===== config.mk =====
export PLATFORM = sky130hd
export DESIGN_NAME = fdma_reset_responder
export DESIGN_NICKNAME = d
export VERILOG_FILES = /design/src/rtl/fdma_reset_responder_pkg.sv /design/src/rtl/fdma_reset_responder_axi_osd_counter.sv /design/src/rtl/fdma_reset_responder.sv
export SDC_FILE = /design/constraint.sdc
export NUM_CORES = 1
export LEC_CHECK = 0
export BUFFER_PORTS_ARGS = -buffer_cell sky130_fd_sc_hd__buf_2
export CORE_UTILIZATION = 55
export CTS_CLUSTER_SIZE = 40
export DETAILED_ROUTE_END_ITERATION = 16
export PLACE_DENSITY_LB_ADDON = 0.15
export SLEW_MARGIN = 20
export SYNTH_ARGS = -nofsm -noshare
export SYNTH_HDL_FRONTEND = slang
export SYNTH_SLANG_ARGS = --single-unit

===== constraint.sdc =====
create_clock -name i_Sys_clk -period 2.1 [get_ports i_Sys_clk]
set_input_delay 0.21 -clock i_Sys_clk [delete_from_list [all_inputs] [get_ports i_Sys_clk]]
set_output_delay 0.21 -clock i_Sys_clk [all_outputs]
set_load 0.05 [all_outputs]

===== src/rtl/fdma_reset_responder_pkg.sv =====
// Shared types for the FDMA reset responder: FSM state encoding and counter width helper.
// Imported by the top and by the outstanding-burst counter.
package fdma_reset_responder_pkg;

  typedef enum logic [2:0] {
    ST_IDLE  = 3'd0,
    ST_BLOCK = 3'd1,
    ST_DRAIN = 3'd2,
    ST_RESET = 3'd3,
    ST_DONE  = 3'd4
  } state_t;

  // Bits needed to hold 0..max_osd inclusive.
  function automatic int osd_w(input int max_osd);
    return $clog2(max_osd + 1);
  endfunction

endpackage


===== src/rtl/fdma_reset_responder_axi_osd_counter.sv =====
// Outstanding-burst counter for one AXI direction: saturates at MAX_OSD, clamps at 0.
// Simultaneous inc/dec leaves the count unchanged; clr has priority over both.
module axi_osd_counter
  import fdma_reset_responder_pkg::*;
#(
  parameter int MAX_OSD = 8,
  localparam int OSD_W = osd_w(MAX_OSD)
) (
  input  logic             clk,
  input  logic             rst_n,
  input  logic             inc,
  input  logic             dec,
  input  logic             clr,
  output logic [OSD_W-1:0] cnt
);

  localparam logic [OSD_W-1:0] MAX_CNT = OSD_W'(MAX_OSD);

  always_ff @(posedge clk) begin
    if (!rst_n || clr) begin
      cnt <= '0;
    end else if (inc && !dec && (cnt != MAX_CNT)) begin
      cnt <= cnt + 1'b1;
    end else if (dec && !inc && (cnt != '0)) begin
      cnt <= cnt - 1'b1;
    end
  end

endmodule


===== src/rtl/fdma_reset_responder.sv =====
// Drains outstanding FDMA AXI bursts on a field reset request, then pulses a clean engine reset.
// Optional DRAIN watchdog and o_Timeout port are enabled by defining FDMA_RST_TIMEOUT_EN.
module fdma_reset_responder
  import fdma_reset_responder_pkg::*;
#(
  parameter int RST_LEN       = 16,
  parameter int MAX_OSD       = 8
`ifdef FDMA_RST_TIMEOUT_EN
  ,
  parameter int DRAIN_TIMEOUT = 4096
`endif
) (
  input  logic i_Sys_clk,
  input  logic i_Rst_n,
  input  logic i_Axi_reset,
  input  logic i_Aw_valid,
  input  logic i_Aw_ready,
  input  logic i_B_valid,
  input  logic i_B_ready,
  input  logic i_Ar_valid,
  input  logic i_Ar_ready,
  input  logic i_R_valid,
  input  logic i_R_ready,
  input  logic i_R_last,
`ifdef FDMA_RST_TIMEOUT_EN
  output logic o_Timeout,
`endif
  output logic o_Req_block,
  output logic o_Fdma_rst,
  output logic o_Rst_done,
  output logic o_Busy
);

  localparam int OSD_W = osd_w(MAX_OSD);
  localparam int RST_W = $clog2(RST_LEN + 1);
  localparam logic [RST_W-1:0] RST_LAST = RST_W'(RST_LEN - 1);

  state_t state;
  state_t state_nxt;

  logic             axi_reset_d1;
  logic             req;
  logic [RST_W-1:0] rst_cnt;
  logic [OSD_W-1:0] wr_cnt;
  logic [OSD_W-1:0] rd_cnt;
  logic             drained;

  logic req_block_nxt;
  logic fdma_rst_nxt;
  logic rst_done_nxt;
  logic busy_nxt;

  assign req     = i_Axi_reset & ~axi_reset_d1;
  assign drained = (wr_cnt == '0) && (rd_cnt == '0);

  // Counters run in every state so a handshake landing on the block edge is still tracked.
  axi_osd_counter #(.MAX_OSD(MAX_OSD)) u_wr_cnt (
    .clk   (i_Sys_clk),
    .rst_n (i_Rst_n),
    .inc   (i_Aw_valid & i_Aw_ready),
    .dec   (i_B_valid & i_B_ready),
    .clr   (o_Fdma_rst),
    .cnt   (wr_cnt)
  );

  axi_osd_counter #(.MAX_OSD(MAX_OSD)) u_rd_cnt (
    .clk   (i_Sys_clk),
    .rst_n (i_Rst_n),
    .inc   (i_Ar_valid & i_Ar_ready),
    .dec   (i_R_valid & i_R_ready & i_R_last),
    .clr   (o_Fdma_rst),
    .cnt   (rd_cnt)
  );

`ifdef FDMA_RST_TIMEOUT_EN
  localparam int TO_W = $clog2(DRAIN_TIMEOUT + 1);
  localparam logic [TO_W-1:0] TO_LAST = TO_W'(DRAIN_TIMEOUT - 1);

  logic [TO_W-1:0] drain_cnt;
  logic            timeout_hit;

  assign timeout_hit = (state == ST_DRAIN) && !drained && (drain_cnt == TO_LAST);

  always_ff @(posedge i_Sys_clk) begin
    if (!i_Rst_n) begin
      drain_cnt <= '0;
      o_Timeout <= 1'b0;
    end else begin
      drain_cnt <= (state == ST_DRAIN) ? drain_cnt + 1'b1 : '0;
      if ((state == ST_IDLE) && req) begin
        o_Timeout <= 1'b0;
      end else if (timeout_hit) begin
        o_Timeout <= 1'b1;
      end
    end
  end
`endif

  always_ff @(posedge i_Sys_clk) begin
    if (!i_Rst_n) begin
      state        <= ST_IDLE;
      axi_reset_d1 <= 1'b0;
      rst_cnt      <= '0;
      o_Req_block  <= 1'b0;
      o_Fdma_rst   <= 1'b0;
      o_Rst_done   <= 1'b0;
      o_Busy       <= 1'b0;
    end else begin
      state        <= state_nxt;
      axi_reset_d1 <= i_Axi_reset;
      rst_cnt      <= (state == ST_RESET) ? rst_cnt + 1'b1 : '0;
      o_Req_block  <= req_block_nxt;
      o_Fdma_rst   <= fdma_rst_nxt;
      o_Rst_done   <= rst_done_nxt;
      o_Busy       <= busy_nxt;
    end
  end

  always_comb begin
    state_nxt = state;
    case (state)
      ST_IDLE:  if (req) state_nxt = ST_BLOCK;
      ST_BLOCK: state_nxt = ST_DRAIN;
      ST_DRAIN: begin
        if (drained) begin
          state_nxt = ST_RESET;
`ifdef FDMA_RST_TIMEOUT_EN
        end else if (timeout_hit) begin
          state_nxt = ST_RESET;
`endif
        end
      end
      ST_RESET: if (rst_cnt == RST_LAST) state_nxt = ST_DONE;
      ST_DONE:  state_nxt = ST_IDLE;
      default:  state_nxt = ST_IDLE;
    endcase
  end

  // Decoded from the next state so each registered output moves with the state itself.
  always_comb begin
    req_block_nxt = (state_nxt == ST_BLOCK) || (state_nxt == ST_DRAIN) || (state_nxt == ST_RESET);
    fdma_rst_nxt  = (state_nxt == ST_RESET);
    rst_done_nxt  = (state_nxt == ST_DONE);
    busy_nxt      = (state_nxt != ST_IDLE);
  end

endmodule


==> results.toml, run 1 <==
[placement]
hpwl_um = 1549
pre_cts_ws_ns = 0.1320
place_congestion = 0.9014
numPortBuffers = 15
post_dp_cell_area_sq_um = 1227

[grt]
grt_overflow = 0
antenna_found_initial = 0
grt_pass1_vias = 818
track_usage_pct = 21.05
grt_pass1_wl_um = 3270
grt_max_degree = 13

[final_layout]
num-fill-cells = 164
final_cell_mix = "21 x dfxtp_1, 15 x buf_2, 12 x nor2_1, 9 x a21oi_1"
area_growth_pct = 12.99
antenna_cells = 0
multi_input_area_sq_um = 670.6
fin_area_sq_um = 1262
final_core_util_pct = 69.35
drive_above_1_share_pct = 20.86
register_area_sq_um = 420.4
layout.nets = 160
final_common_cell = "dfxtp_1"

[timing]
fmax_ghz = 0.5102
setup_ws_ns = 0.1401
tightest_slew_ns = 0.3542
period_share_pct = 93.33
slew_headroom_pct = 76.32
hold_violations = 0
setup_tns_ns = 0
setup_viol = 0
post-route-min-period_ns = 1.960
finClkSkew_ns = 0.007367
final_max_slew_viol_count = 0

[cts]
cts_buffer_depth = 2
clk_latency_ns = 0.31
cts_sinks = 21
tritoncts.num_buffers = 3
cts_tree = "yes"
cts_hold_buf = 0
htreeDepth = 1
root_buffer = "clkbuf_4"
clk_pin_slew_ns = 0.12

[detailed_routing]
drtIter0Drc = 9
routedWlPerCell_um = 12.10
dr.pass1.iters = 3
ant_nets = 0
drcViolationCount = 0
wl_um = 1984
via_per_inst = 5.530
vias = 907

[yosys]
synth_edf_count = 0
synth_ff_type = "dfxtp_1"
synth_top_area_cell = "dfxtp_1"
ys_top_cells_by_area = "dfxtp_1 38%, ha_1 6.7%, a21oi_1 4.0%"
synth_fp_nets = 138
synth_cell_types = 35
synthCells = 118
avgSynthCellArea_sq_um = 9.469
synth_seq_area_share_pct = 37.63
synth_top_area_share_pct = 37.63
ys_async_sr_fraction_pct = 0
yosys_register_bits = 21
yosysWarnings = 0
synthesis.area_sq_um = 1117

[pwr]
p_switching_mw = 0.3160
powerDensity_nw_per_um2 = 757.5
p_clk_share_pct = 20.2
swShare_pct = 33.05
finalPower_mw = 0.9563
p_int_mw = 0.6402
leakage_nw = 0.5374
seq_power_share_pct = 49.1
combPwrFrac_pct = 30.7
ir_drop_mv = 0.5561

[worst_hold_path]
min_path_type = "input pin to flip-flop"

[run]
maxCapViolations = 0

[worst_setup_path]
critical_path_class = "flip-flop to flip-flop"
worst_ep_arrival_time_ns = 2.21
worstPathMaxFanout = 4
cp-start-kind = "flip-flop"
crit_path_end_kind = "flip-flop"
required_ns = 2.35

[floorplanning]
start_util_pct = 61.37
rows = 15
die_w_um = 47.07
chipHeight_um = 47.07
ios = 16
dieArea_sq_um = 2216
core_area_sq_um = 1821

[outcome]
status = "finished, final reports clean"
[cell families after synthesis]
kind of cell	Yosys count	synth area share, %
AOI/OAI and AO/OA	24	15.12
xor gates and xnor gates	8	6.943
adders and majority gates	8	10.30
buffers and inverters	5	2.351
DFF	21	37.63
muxes	2	4.031
and+or+nand+nor	50	23.63
[cell type report]
class / instances / area share [%]
Clock inverter: 1 / 0.3964
Timing Repair Buffer: 18 / 7.730
Inverter: 4 / 1.189
Clock buffer: 3 / 1.784
Sequential cell: 21 / 33.30
Multi-Input combinational cell: 92 / 53.12
Tap cell: 25 / 2.478
[cell usage after synthesis (2+ instances only)]
| cell | n |
|---|---|
| a21o_1 | 4 |
| a21oi_1 | 9 |
| and2_1 | 5 |
| and3_1 | 2 |
| dfxtp_1 | 21 |
| fa_1 | 2 |
| ha_1 | 6 |
| inv_1 | 4 |
| mux4_2 | 2 |
| nand2_1 | 7 |
| nand2b_1 | 3 |
| nand3_1 | 7 |
| nor2_1 | 12 |
| nor2b_1 | 3 |
| nor3_1 | 5 |
| o21ai_1 | 2 |
| xnor2_1 | 5 |
| xor2_1 | 2 |
[timing repair]
item                                    CTS  global route
buffers inserted                          0             1
resized for setup                         0             0
endpoints found under the setup margin    0             1
[layer usage]
metal	wire (um)	track usage [%]	vias to the layer above
met5	0	0	-
li1	-	-	469
met1	1017	27.21	414
met2	875	34.17	20
met4	17	5.714	0
met3	73	6.538	4
[final timing paths]
check / from / end / slack (ns) / cells after the start
worst max-delay path: u_wr_cnt.cnt[2]$_SDFFE_PP0P_ / u_wr_cnt.cnt[3]$_SDFFE_PP0P_ / 0.14 / 8
worst min-delay path: i_Axi_reset / axi_reset_d1$_SDFF_PN0_ / 0.12 / 2
worst max register to register: u_wr_cnt.cnt[2]$_SDFFE_PP0P_ / u_wr_cnt.cnt[3]$_SDFFE_PP0P_ / 0.14 / 8
worst min register to register: rst_cnt[0]$_SDFF_PN0_ / rst_cnt[0]$_SDFF_PN0_ / 0.45 / 1
[critical path, cell delays in order, from the launching register on]
cell and delay [ns]:
dfxtp_1 0.38, nor3_1 0.08, a221oi_2 0.29, inv_1 0.14, ha_1 0.29, a21o_1 0.18
a21oi_1 0.15, mux4_2 0.30, nor2_1 0.09
[flip-flops by register name (all words and copies together) (netlist names)]
signal,count
o_Rst_done,1
o_Busy,1
u_rd_cnt.cnt,4
state,3
u_wr_cnt.cnt,4
o_Fdma_rst,1
axi_reset_d1,1
rst_cnt,5
o_Req_block,1
[stage by stage]
stage	hold slack, ns	std cells
floorplan	0.3317	118
global placement	0.4296	159
detailed placement	0.4374	159
CTS	0.1168	163
global route	0.1159	164
finish	0.1188	164
[power by group through the flow]
| stage | combinational (mW) | sequential [mW] | clock (mW) |
|---|---|---|---|
| 3_3_place_gp | 0.285 | 0.476 | 0 |
| 3_5_place_dp | 0.289 | 0.478 | 0 |
| 2_1_floorplan | 0.197 | 0.497 | 0 |
| 4_1_cts | 0.291 | 0.470 | 0.196 |
| 6_report | 0.294 | 0.469 | 0.193 |
| 5_1_grt | 0.327 | 0.474 | 0.213 |
Note: power is estimated with default switching activity, not from simulation.
==> inputs of run 2 (changes only) <==
--- a/config.mk
+++ b/config.mk
@@ -10,6 +10,7 @@
 export CTS_CLUSTER_SIZE = 40
 export DETAILED_ROUTE_END_ITERATION = 16
 export PLACE_DENSITY_LB_ADDON = 0.15
+export RECOVER_POWER = 25
 export SLEW_MARGIN = 20
 export SYNTH_ARGS = -nofsm -noshare
 export SYNTH_HDL_FRONTEND = slang
==> results.toml, run 2 (synthesized netlist as in run 1, its figures left out) <==
[detailed_routing]
via_per_inst = 5.518
drtIter0Drc = 15
wl_um = 1986
dr.pass1.iters = 4
ant_nets = 0
routedWlPerCell_um = 12.11
drcViolationCount = 0
vias = 905

[worst_setup_path]
critical_path_class = "flip-flop to flip-flop"
required_ns = 2.35
worstPathMaxFanout = 4
worst_ep_arrival_time_ns = 2.21
crit_path_end_kind = "flip-flop"
cp-start-kind = "flip-flop"

[placement]
hpwl_um = 1549
pre_cts_ws_ns = 0.1320
numPortBuffers = 15
placed_cells = 159
place_congestion = 0.9014

[cts]
cts-resized-gates = 0
cts_tree = "yes"
clk_latency_ns = 0.31
root_buffer = "clkbuf_4"
htreeDepth = 1
tritoncts.num_buffers = 3
cts_buffer_depth = 2
clk_pin_slew_ns = 0.12
cts_sinks = 21
postCtsSetupRepairBufs = 0
cts_hold_buf = 0

[final_layout]
antenna_cells = 0
drive_above_1_share_pct = 19.42
final_cell_mix = "21 x dfxtp_1, 13 x buf_2, 12 x nor2_1, 9 x a21oi_1"
top_regs = "rst_cnt (5), u_rd_cnt.cnt (4), u_wr_cnt.cnt (4)"
largest_register_ffs = 5
area_growth_pct = 12.77
fin_cells = 164
regMostFlops = "rst_cnt"
final_common_cell = "dfxtp_1"
layout.nets = 160

[worst_hold_path]
min_path_type = "input pin to flip-flop"

[floorplanning]
core_area_sq_um = 1821
start_util_pct = 61.37
chipHeight_um = 47.07
ios = 16
die_w_um = 47.07
rows = 15
dieArea_sq_um = 2216

[timing]
finClkSkew_ns = 0.004693
hold_slack_ns = 0.1193
slew_headroom_pct = 61.02
setup_ws_ns = 0.1395
post-route-min-period_ns = 1.961
final_max_slew_viol_count = 0
period_share_pct = 93.36
hold_violations = 0
tightest_slew_ns = 0.5872
setup_viol = 0
fmax_ghz = 0.5101

[grt]
grt_max_degree = 13
grt_pass1_vias = 818
grt_pass1_wl_um = 3270
track_usage_pct = 21.05
antenna_found_initial = 0
grt_overflow = 0

[pwr]
powerDensity_nw_per_um2 = 759.4
swShare_pct = 33.12
p_int_mw = 0.6400
seq_power_share_pct = 49.0
ir_drop_mv = 0.5523
p_switching_mw = 0.3169
combPwrFrac_pct = 30.7
p_clk_share_pct = 20.3
leakage_nw = 0.5293
finalPower_mw = 0.9569

[outcome]
status = "finished, final reports clean"

[run]
maxCapViolations = 0
[run 2: final timing paths]
| kind | cells after the start | from | to | slack [ns] |
|---|---|---|---|---|
| max | 8 | u_wr_cnt.cnt[2]$_SDFFE_PP0P_ | u_wr_cnt.cnt[3]$_SDFFE_PP0P_ | 0.14 |
| min | 2 | i_Axi_reset | axi_reset_d1$_SDFF_PN0_ | 0.12 |
| max reg2reg | 8 | u_wr_cnt.cnt[2]$_SDFFE_PP0P_ | u_wr_cnt.cnt[3]$_SDFFE_PP0P_ | 0.14 |
| min reg2reg | 1 | rst_cnt[0]$_SDFF_PN0_ | rst_cnt[0]$_SDFF_PN0_ | 0.46 |
[run 2: per-layer routing]
layer	routed length (um)	up-vias	global-route usage, %
li1	-	468	-
met1	1014	413	27.21
met3	73	4	6.538
met4	17	0	5.714
met2	882	20	34.17
met5	0	-	0
[run 2: power by group through the flow]
| stage | combinational, mW | clock (mW) | sequential (mW) |
|---|---|---|---|
| floorplan | 0.197 | 0 | 0.497 |
| global placement | 0.285 | 0 | 0.476 |
| detailed placement | 0.289 | 0 | 0.478 |
| CTS | 0.291 | 0.196 | 0.470 |
| global route | 0.327 | 0.213 | 0.474 |
| finish | 0.293 | 0.194 | 0.469 |
[run 2: metrics by stage]
| step | instance area, sq um | setup TNS, ns | util (%) |
|---|---|---|---|
| global placement | 1227 | 0 | 67.42 |
| CTS | 1255 | 0 | 68.93 |
| finish | 1260 | 0 | 69.21 |
| global route | 1260 | -0.02101 | 69.21 |
| detailed placement | 1227 | 0 | 67.42 |
| floorplan | 1117 | 0 | - |
[run 2: worst max-delay path, cell delays in order, from the launching register on]
cell and delay (ns):
dfxtp_1 0.38, nor3_1 0.08, a221oi_2 0.29, inv_1 0.14, ha_1 0.29, a21o_1 0.18
a21oi_1 0.15, mux4_2 0.30, nor2_1 0.09
[run 2: cell type report]
cell class,instances,area [sq um]
clock inverter,1,5.005
clock buffer,3,22.52
multi-input combinational,92,670.6
timing repair buffer,18,95.09
tap,25,31.28
inverter,4,15.01
fill,166,560.5
sequential,21,420.4
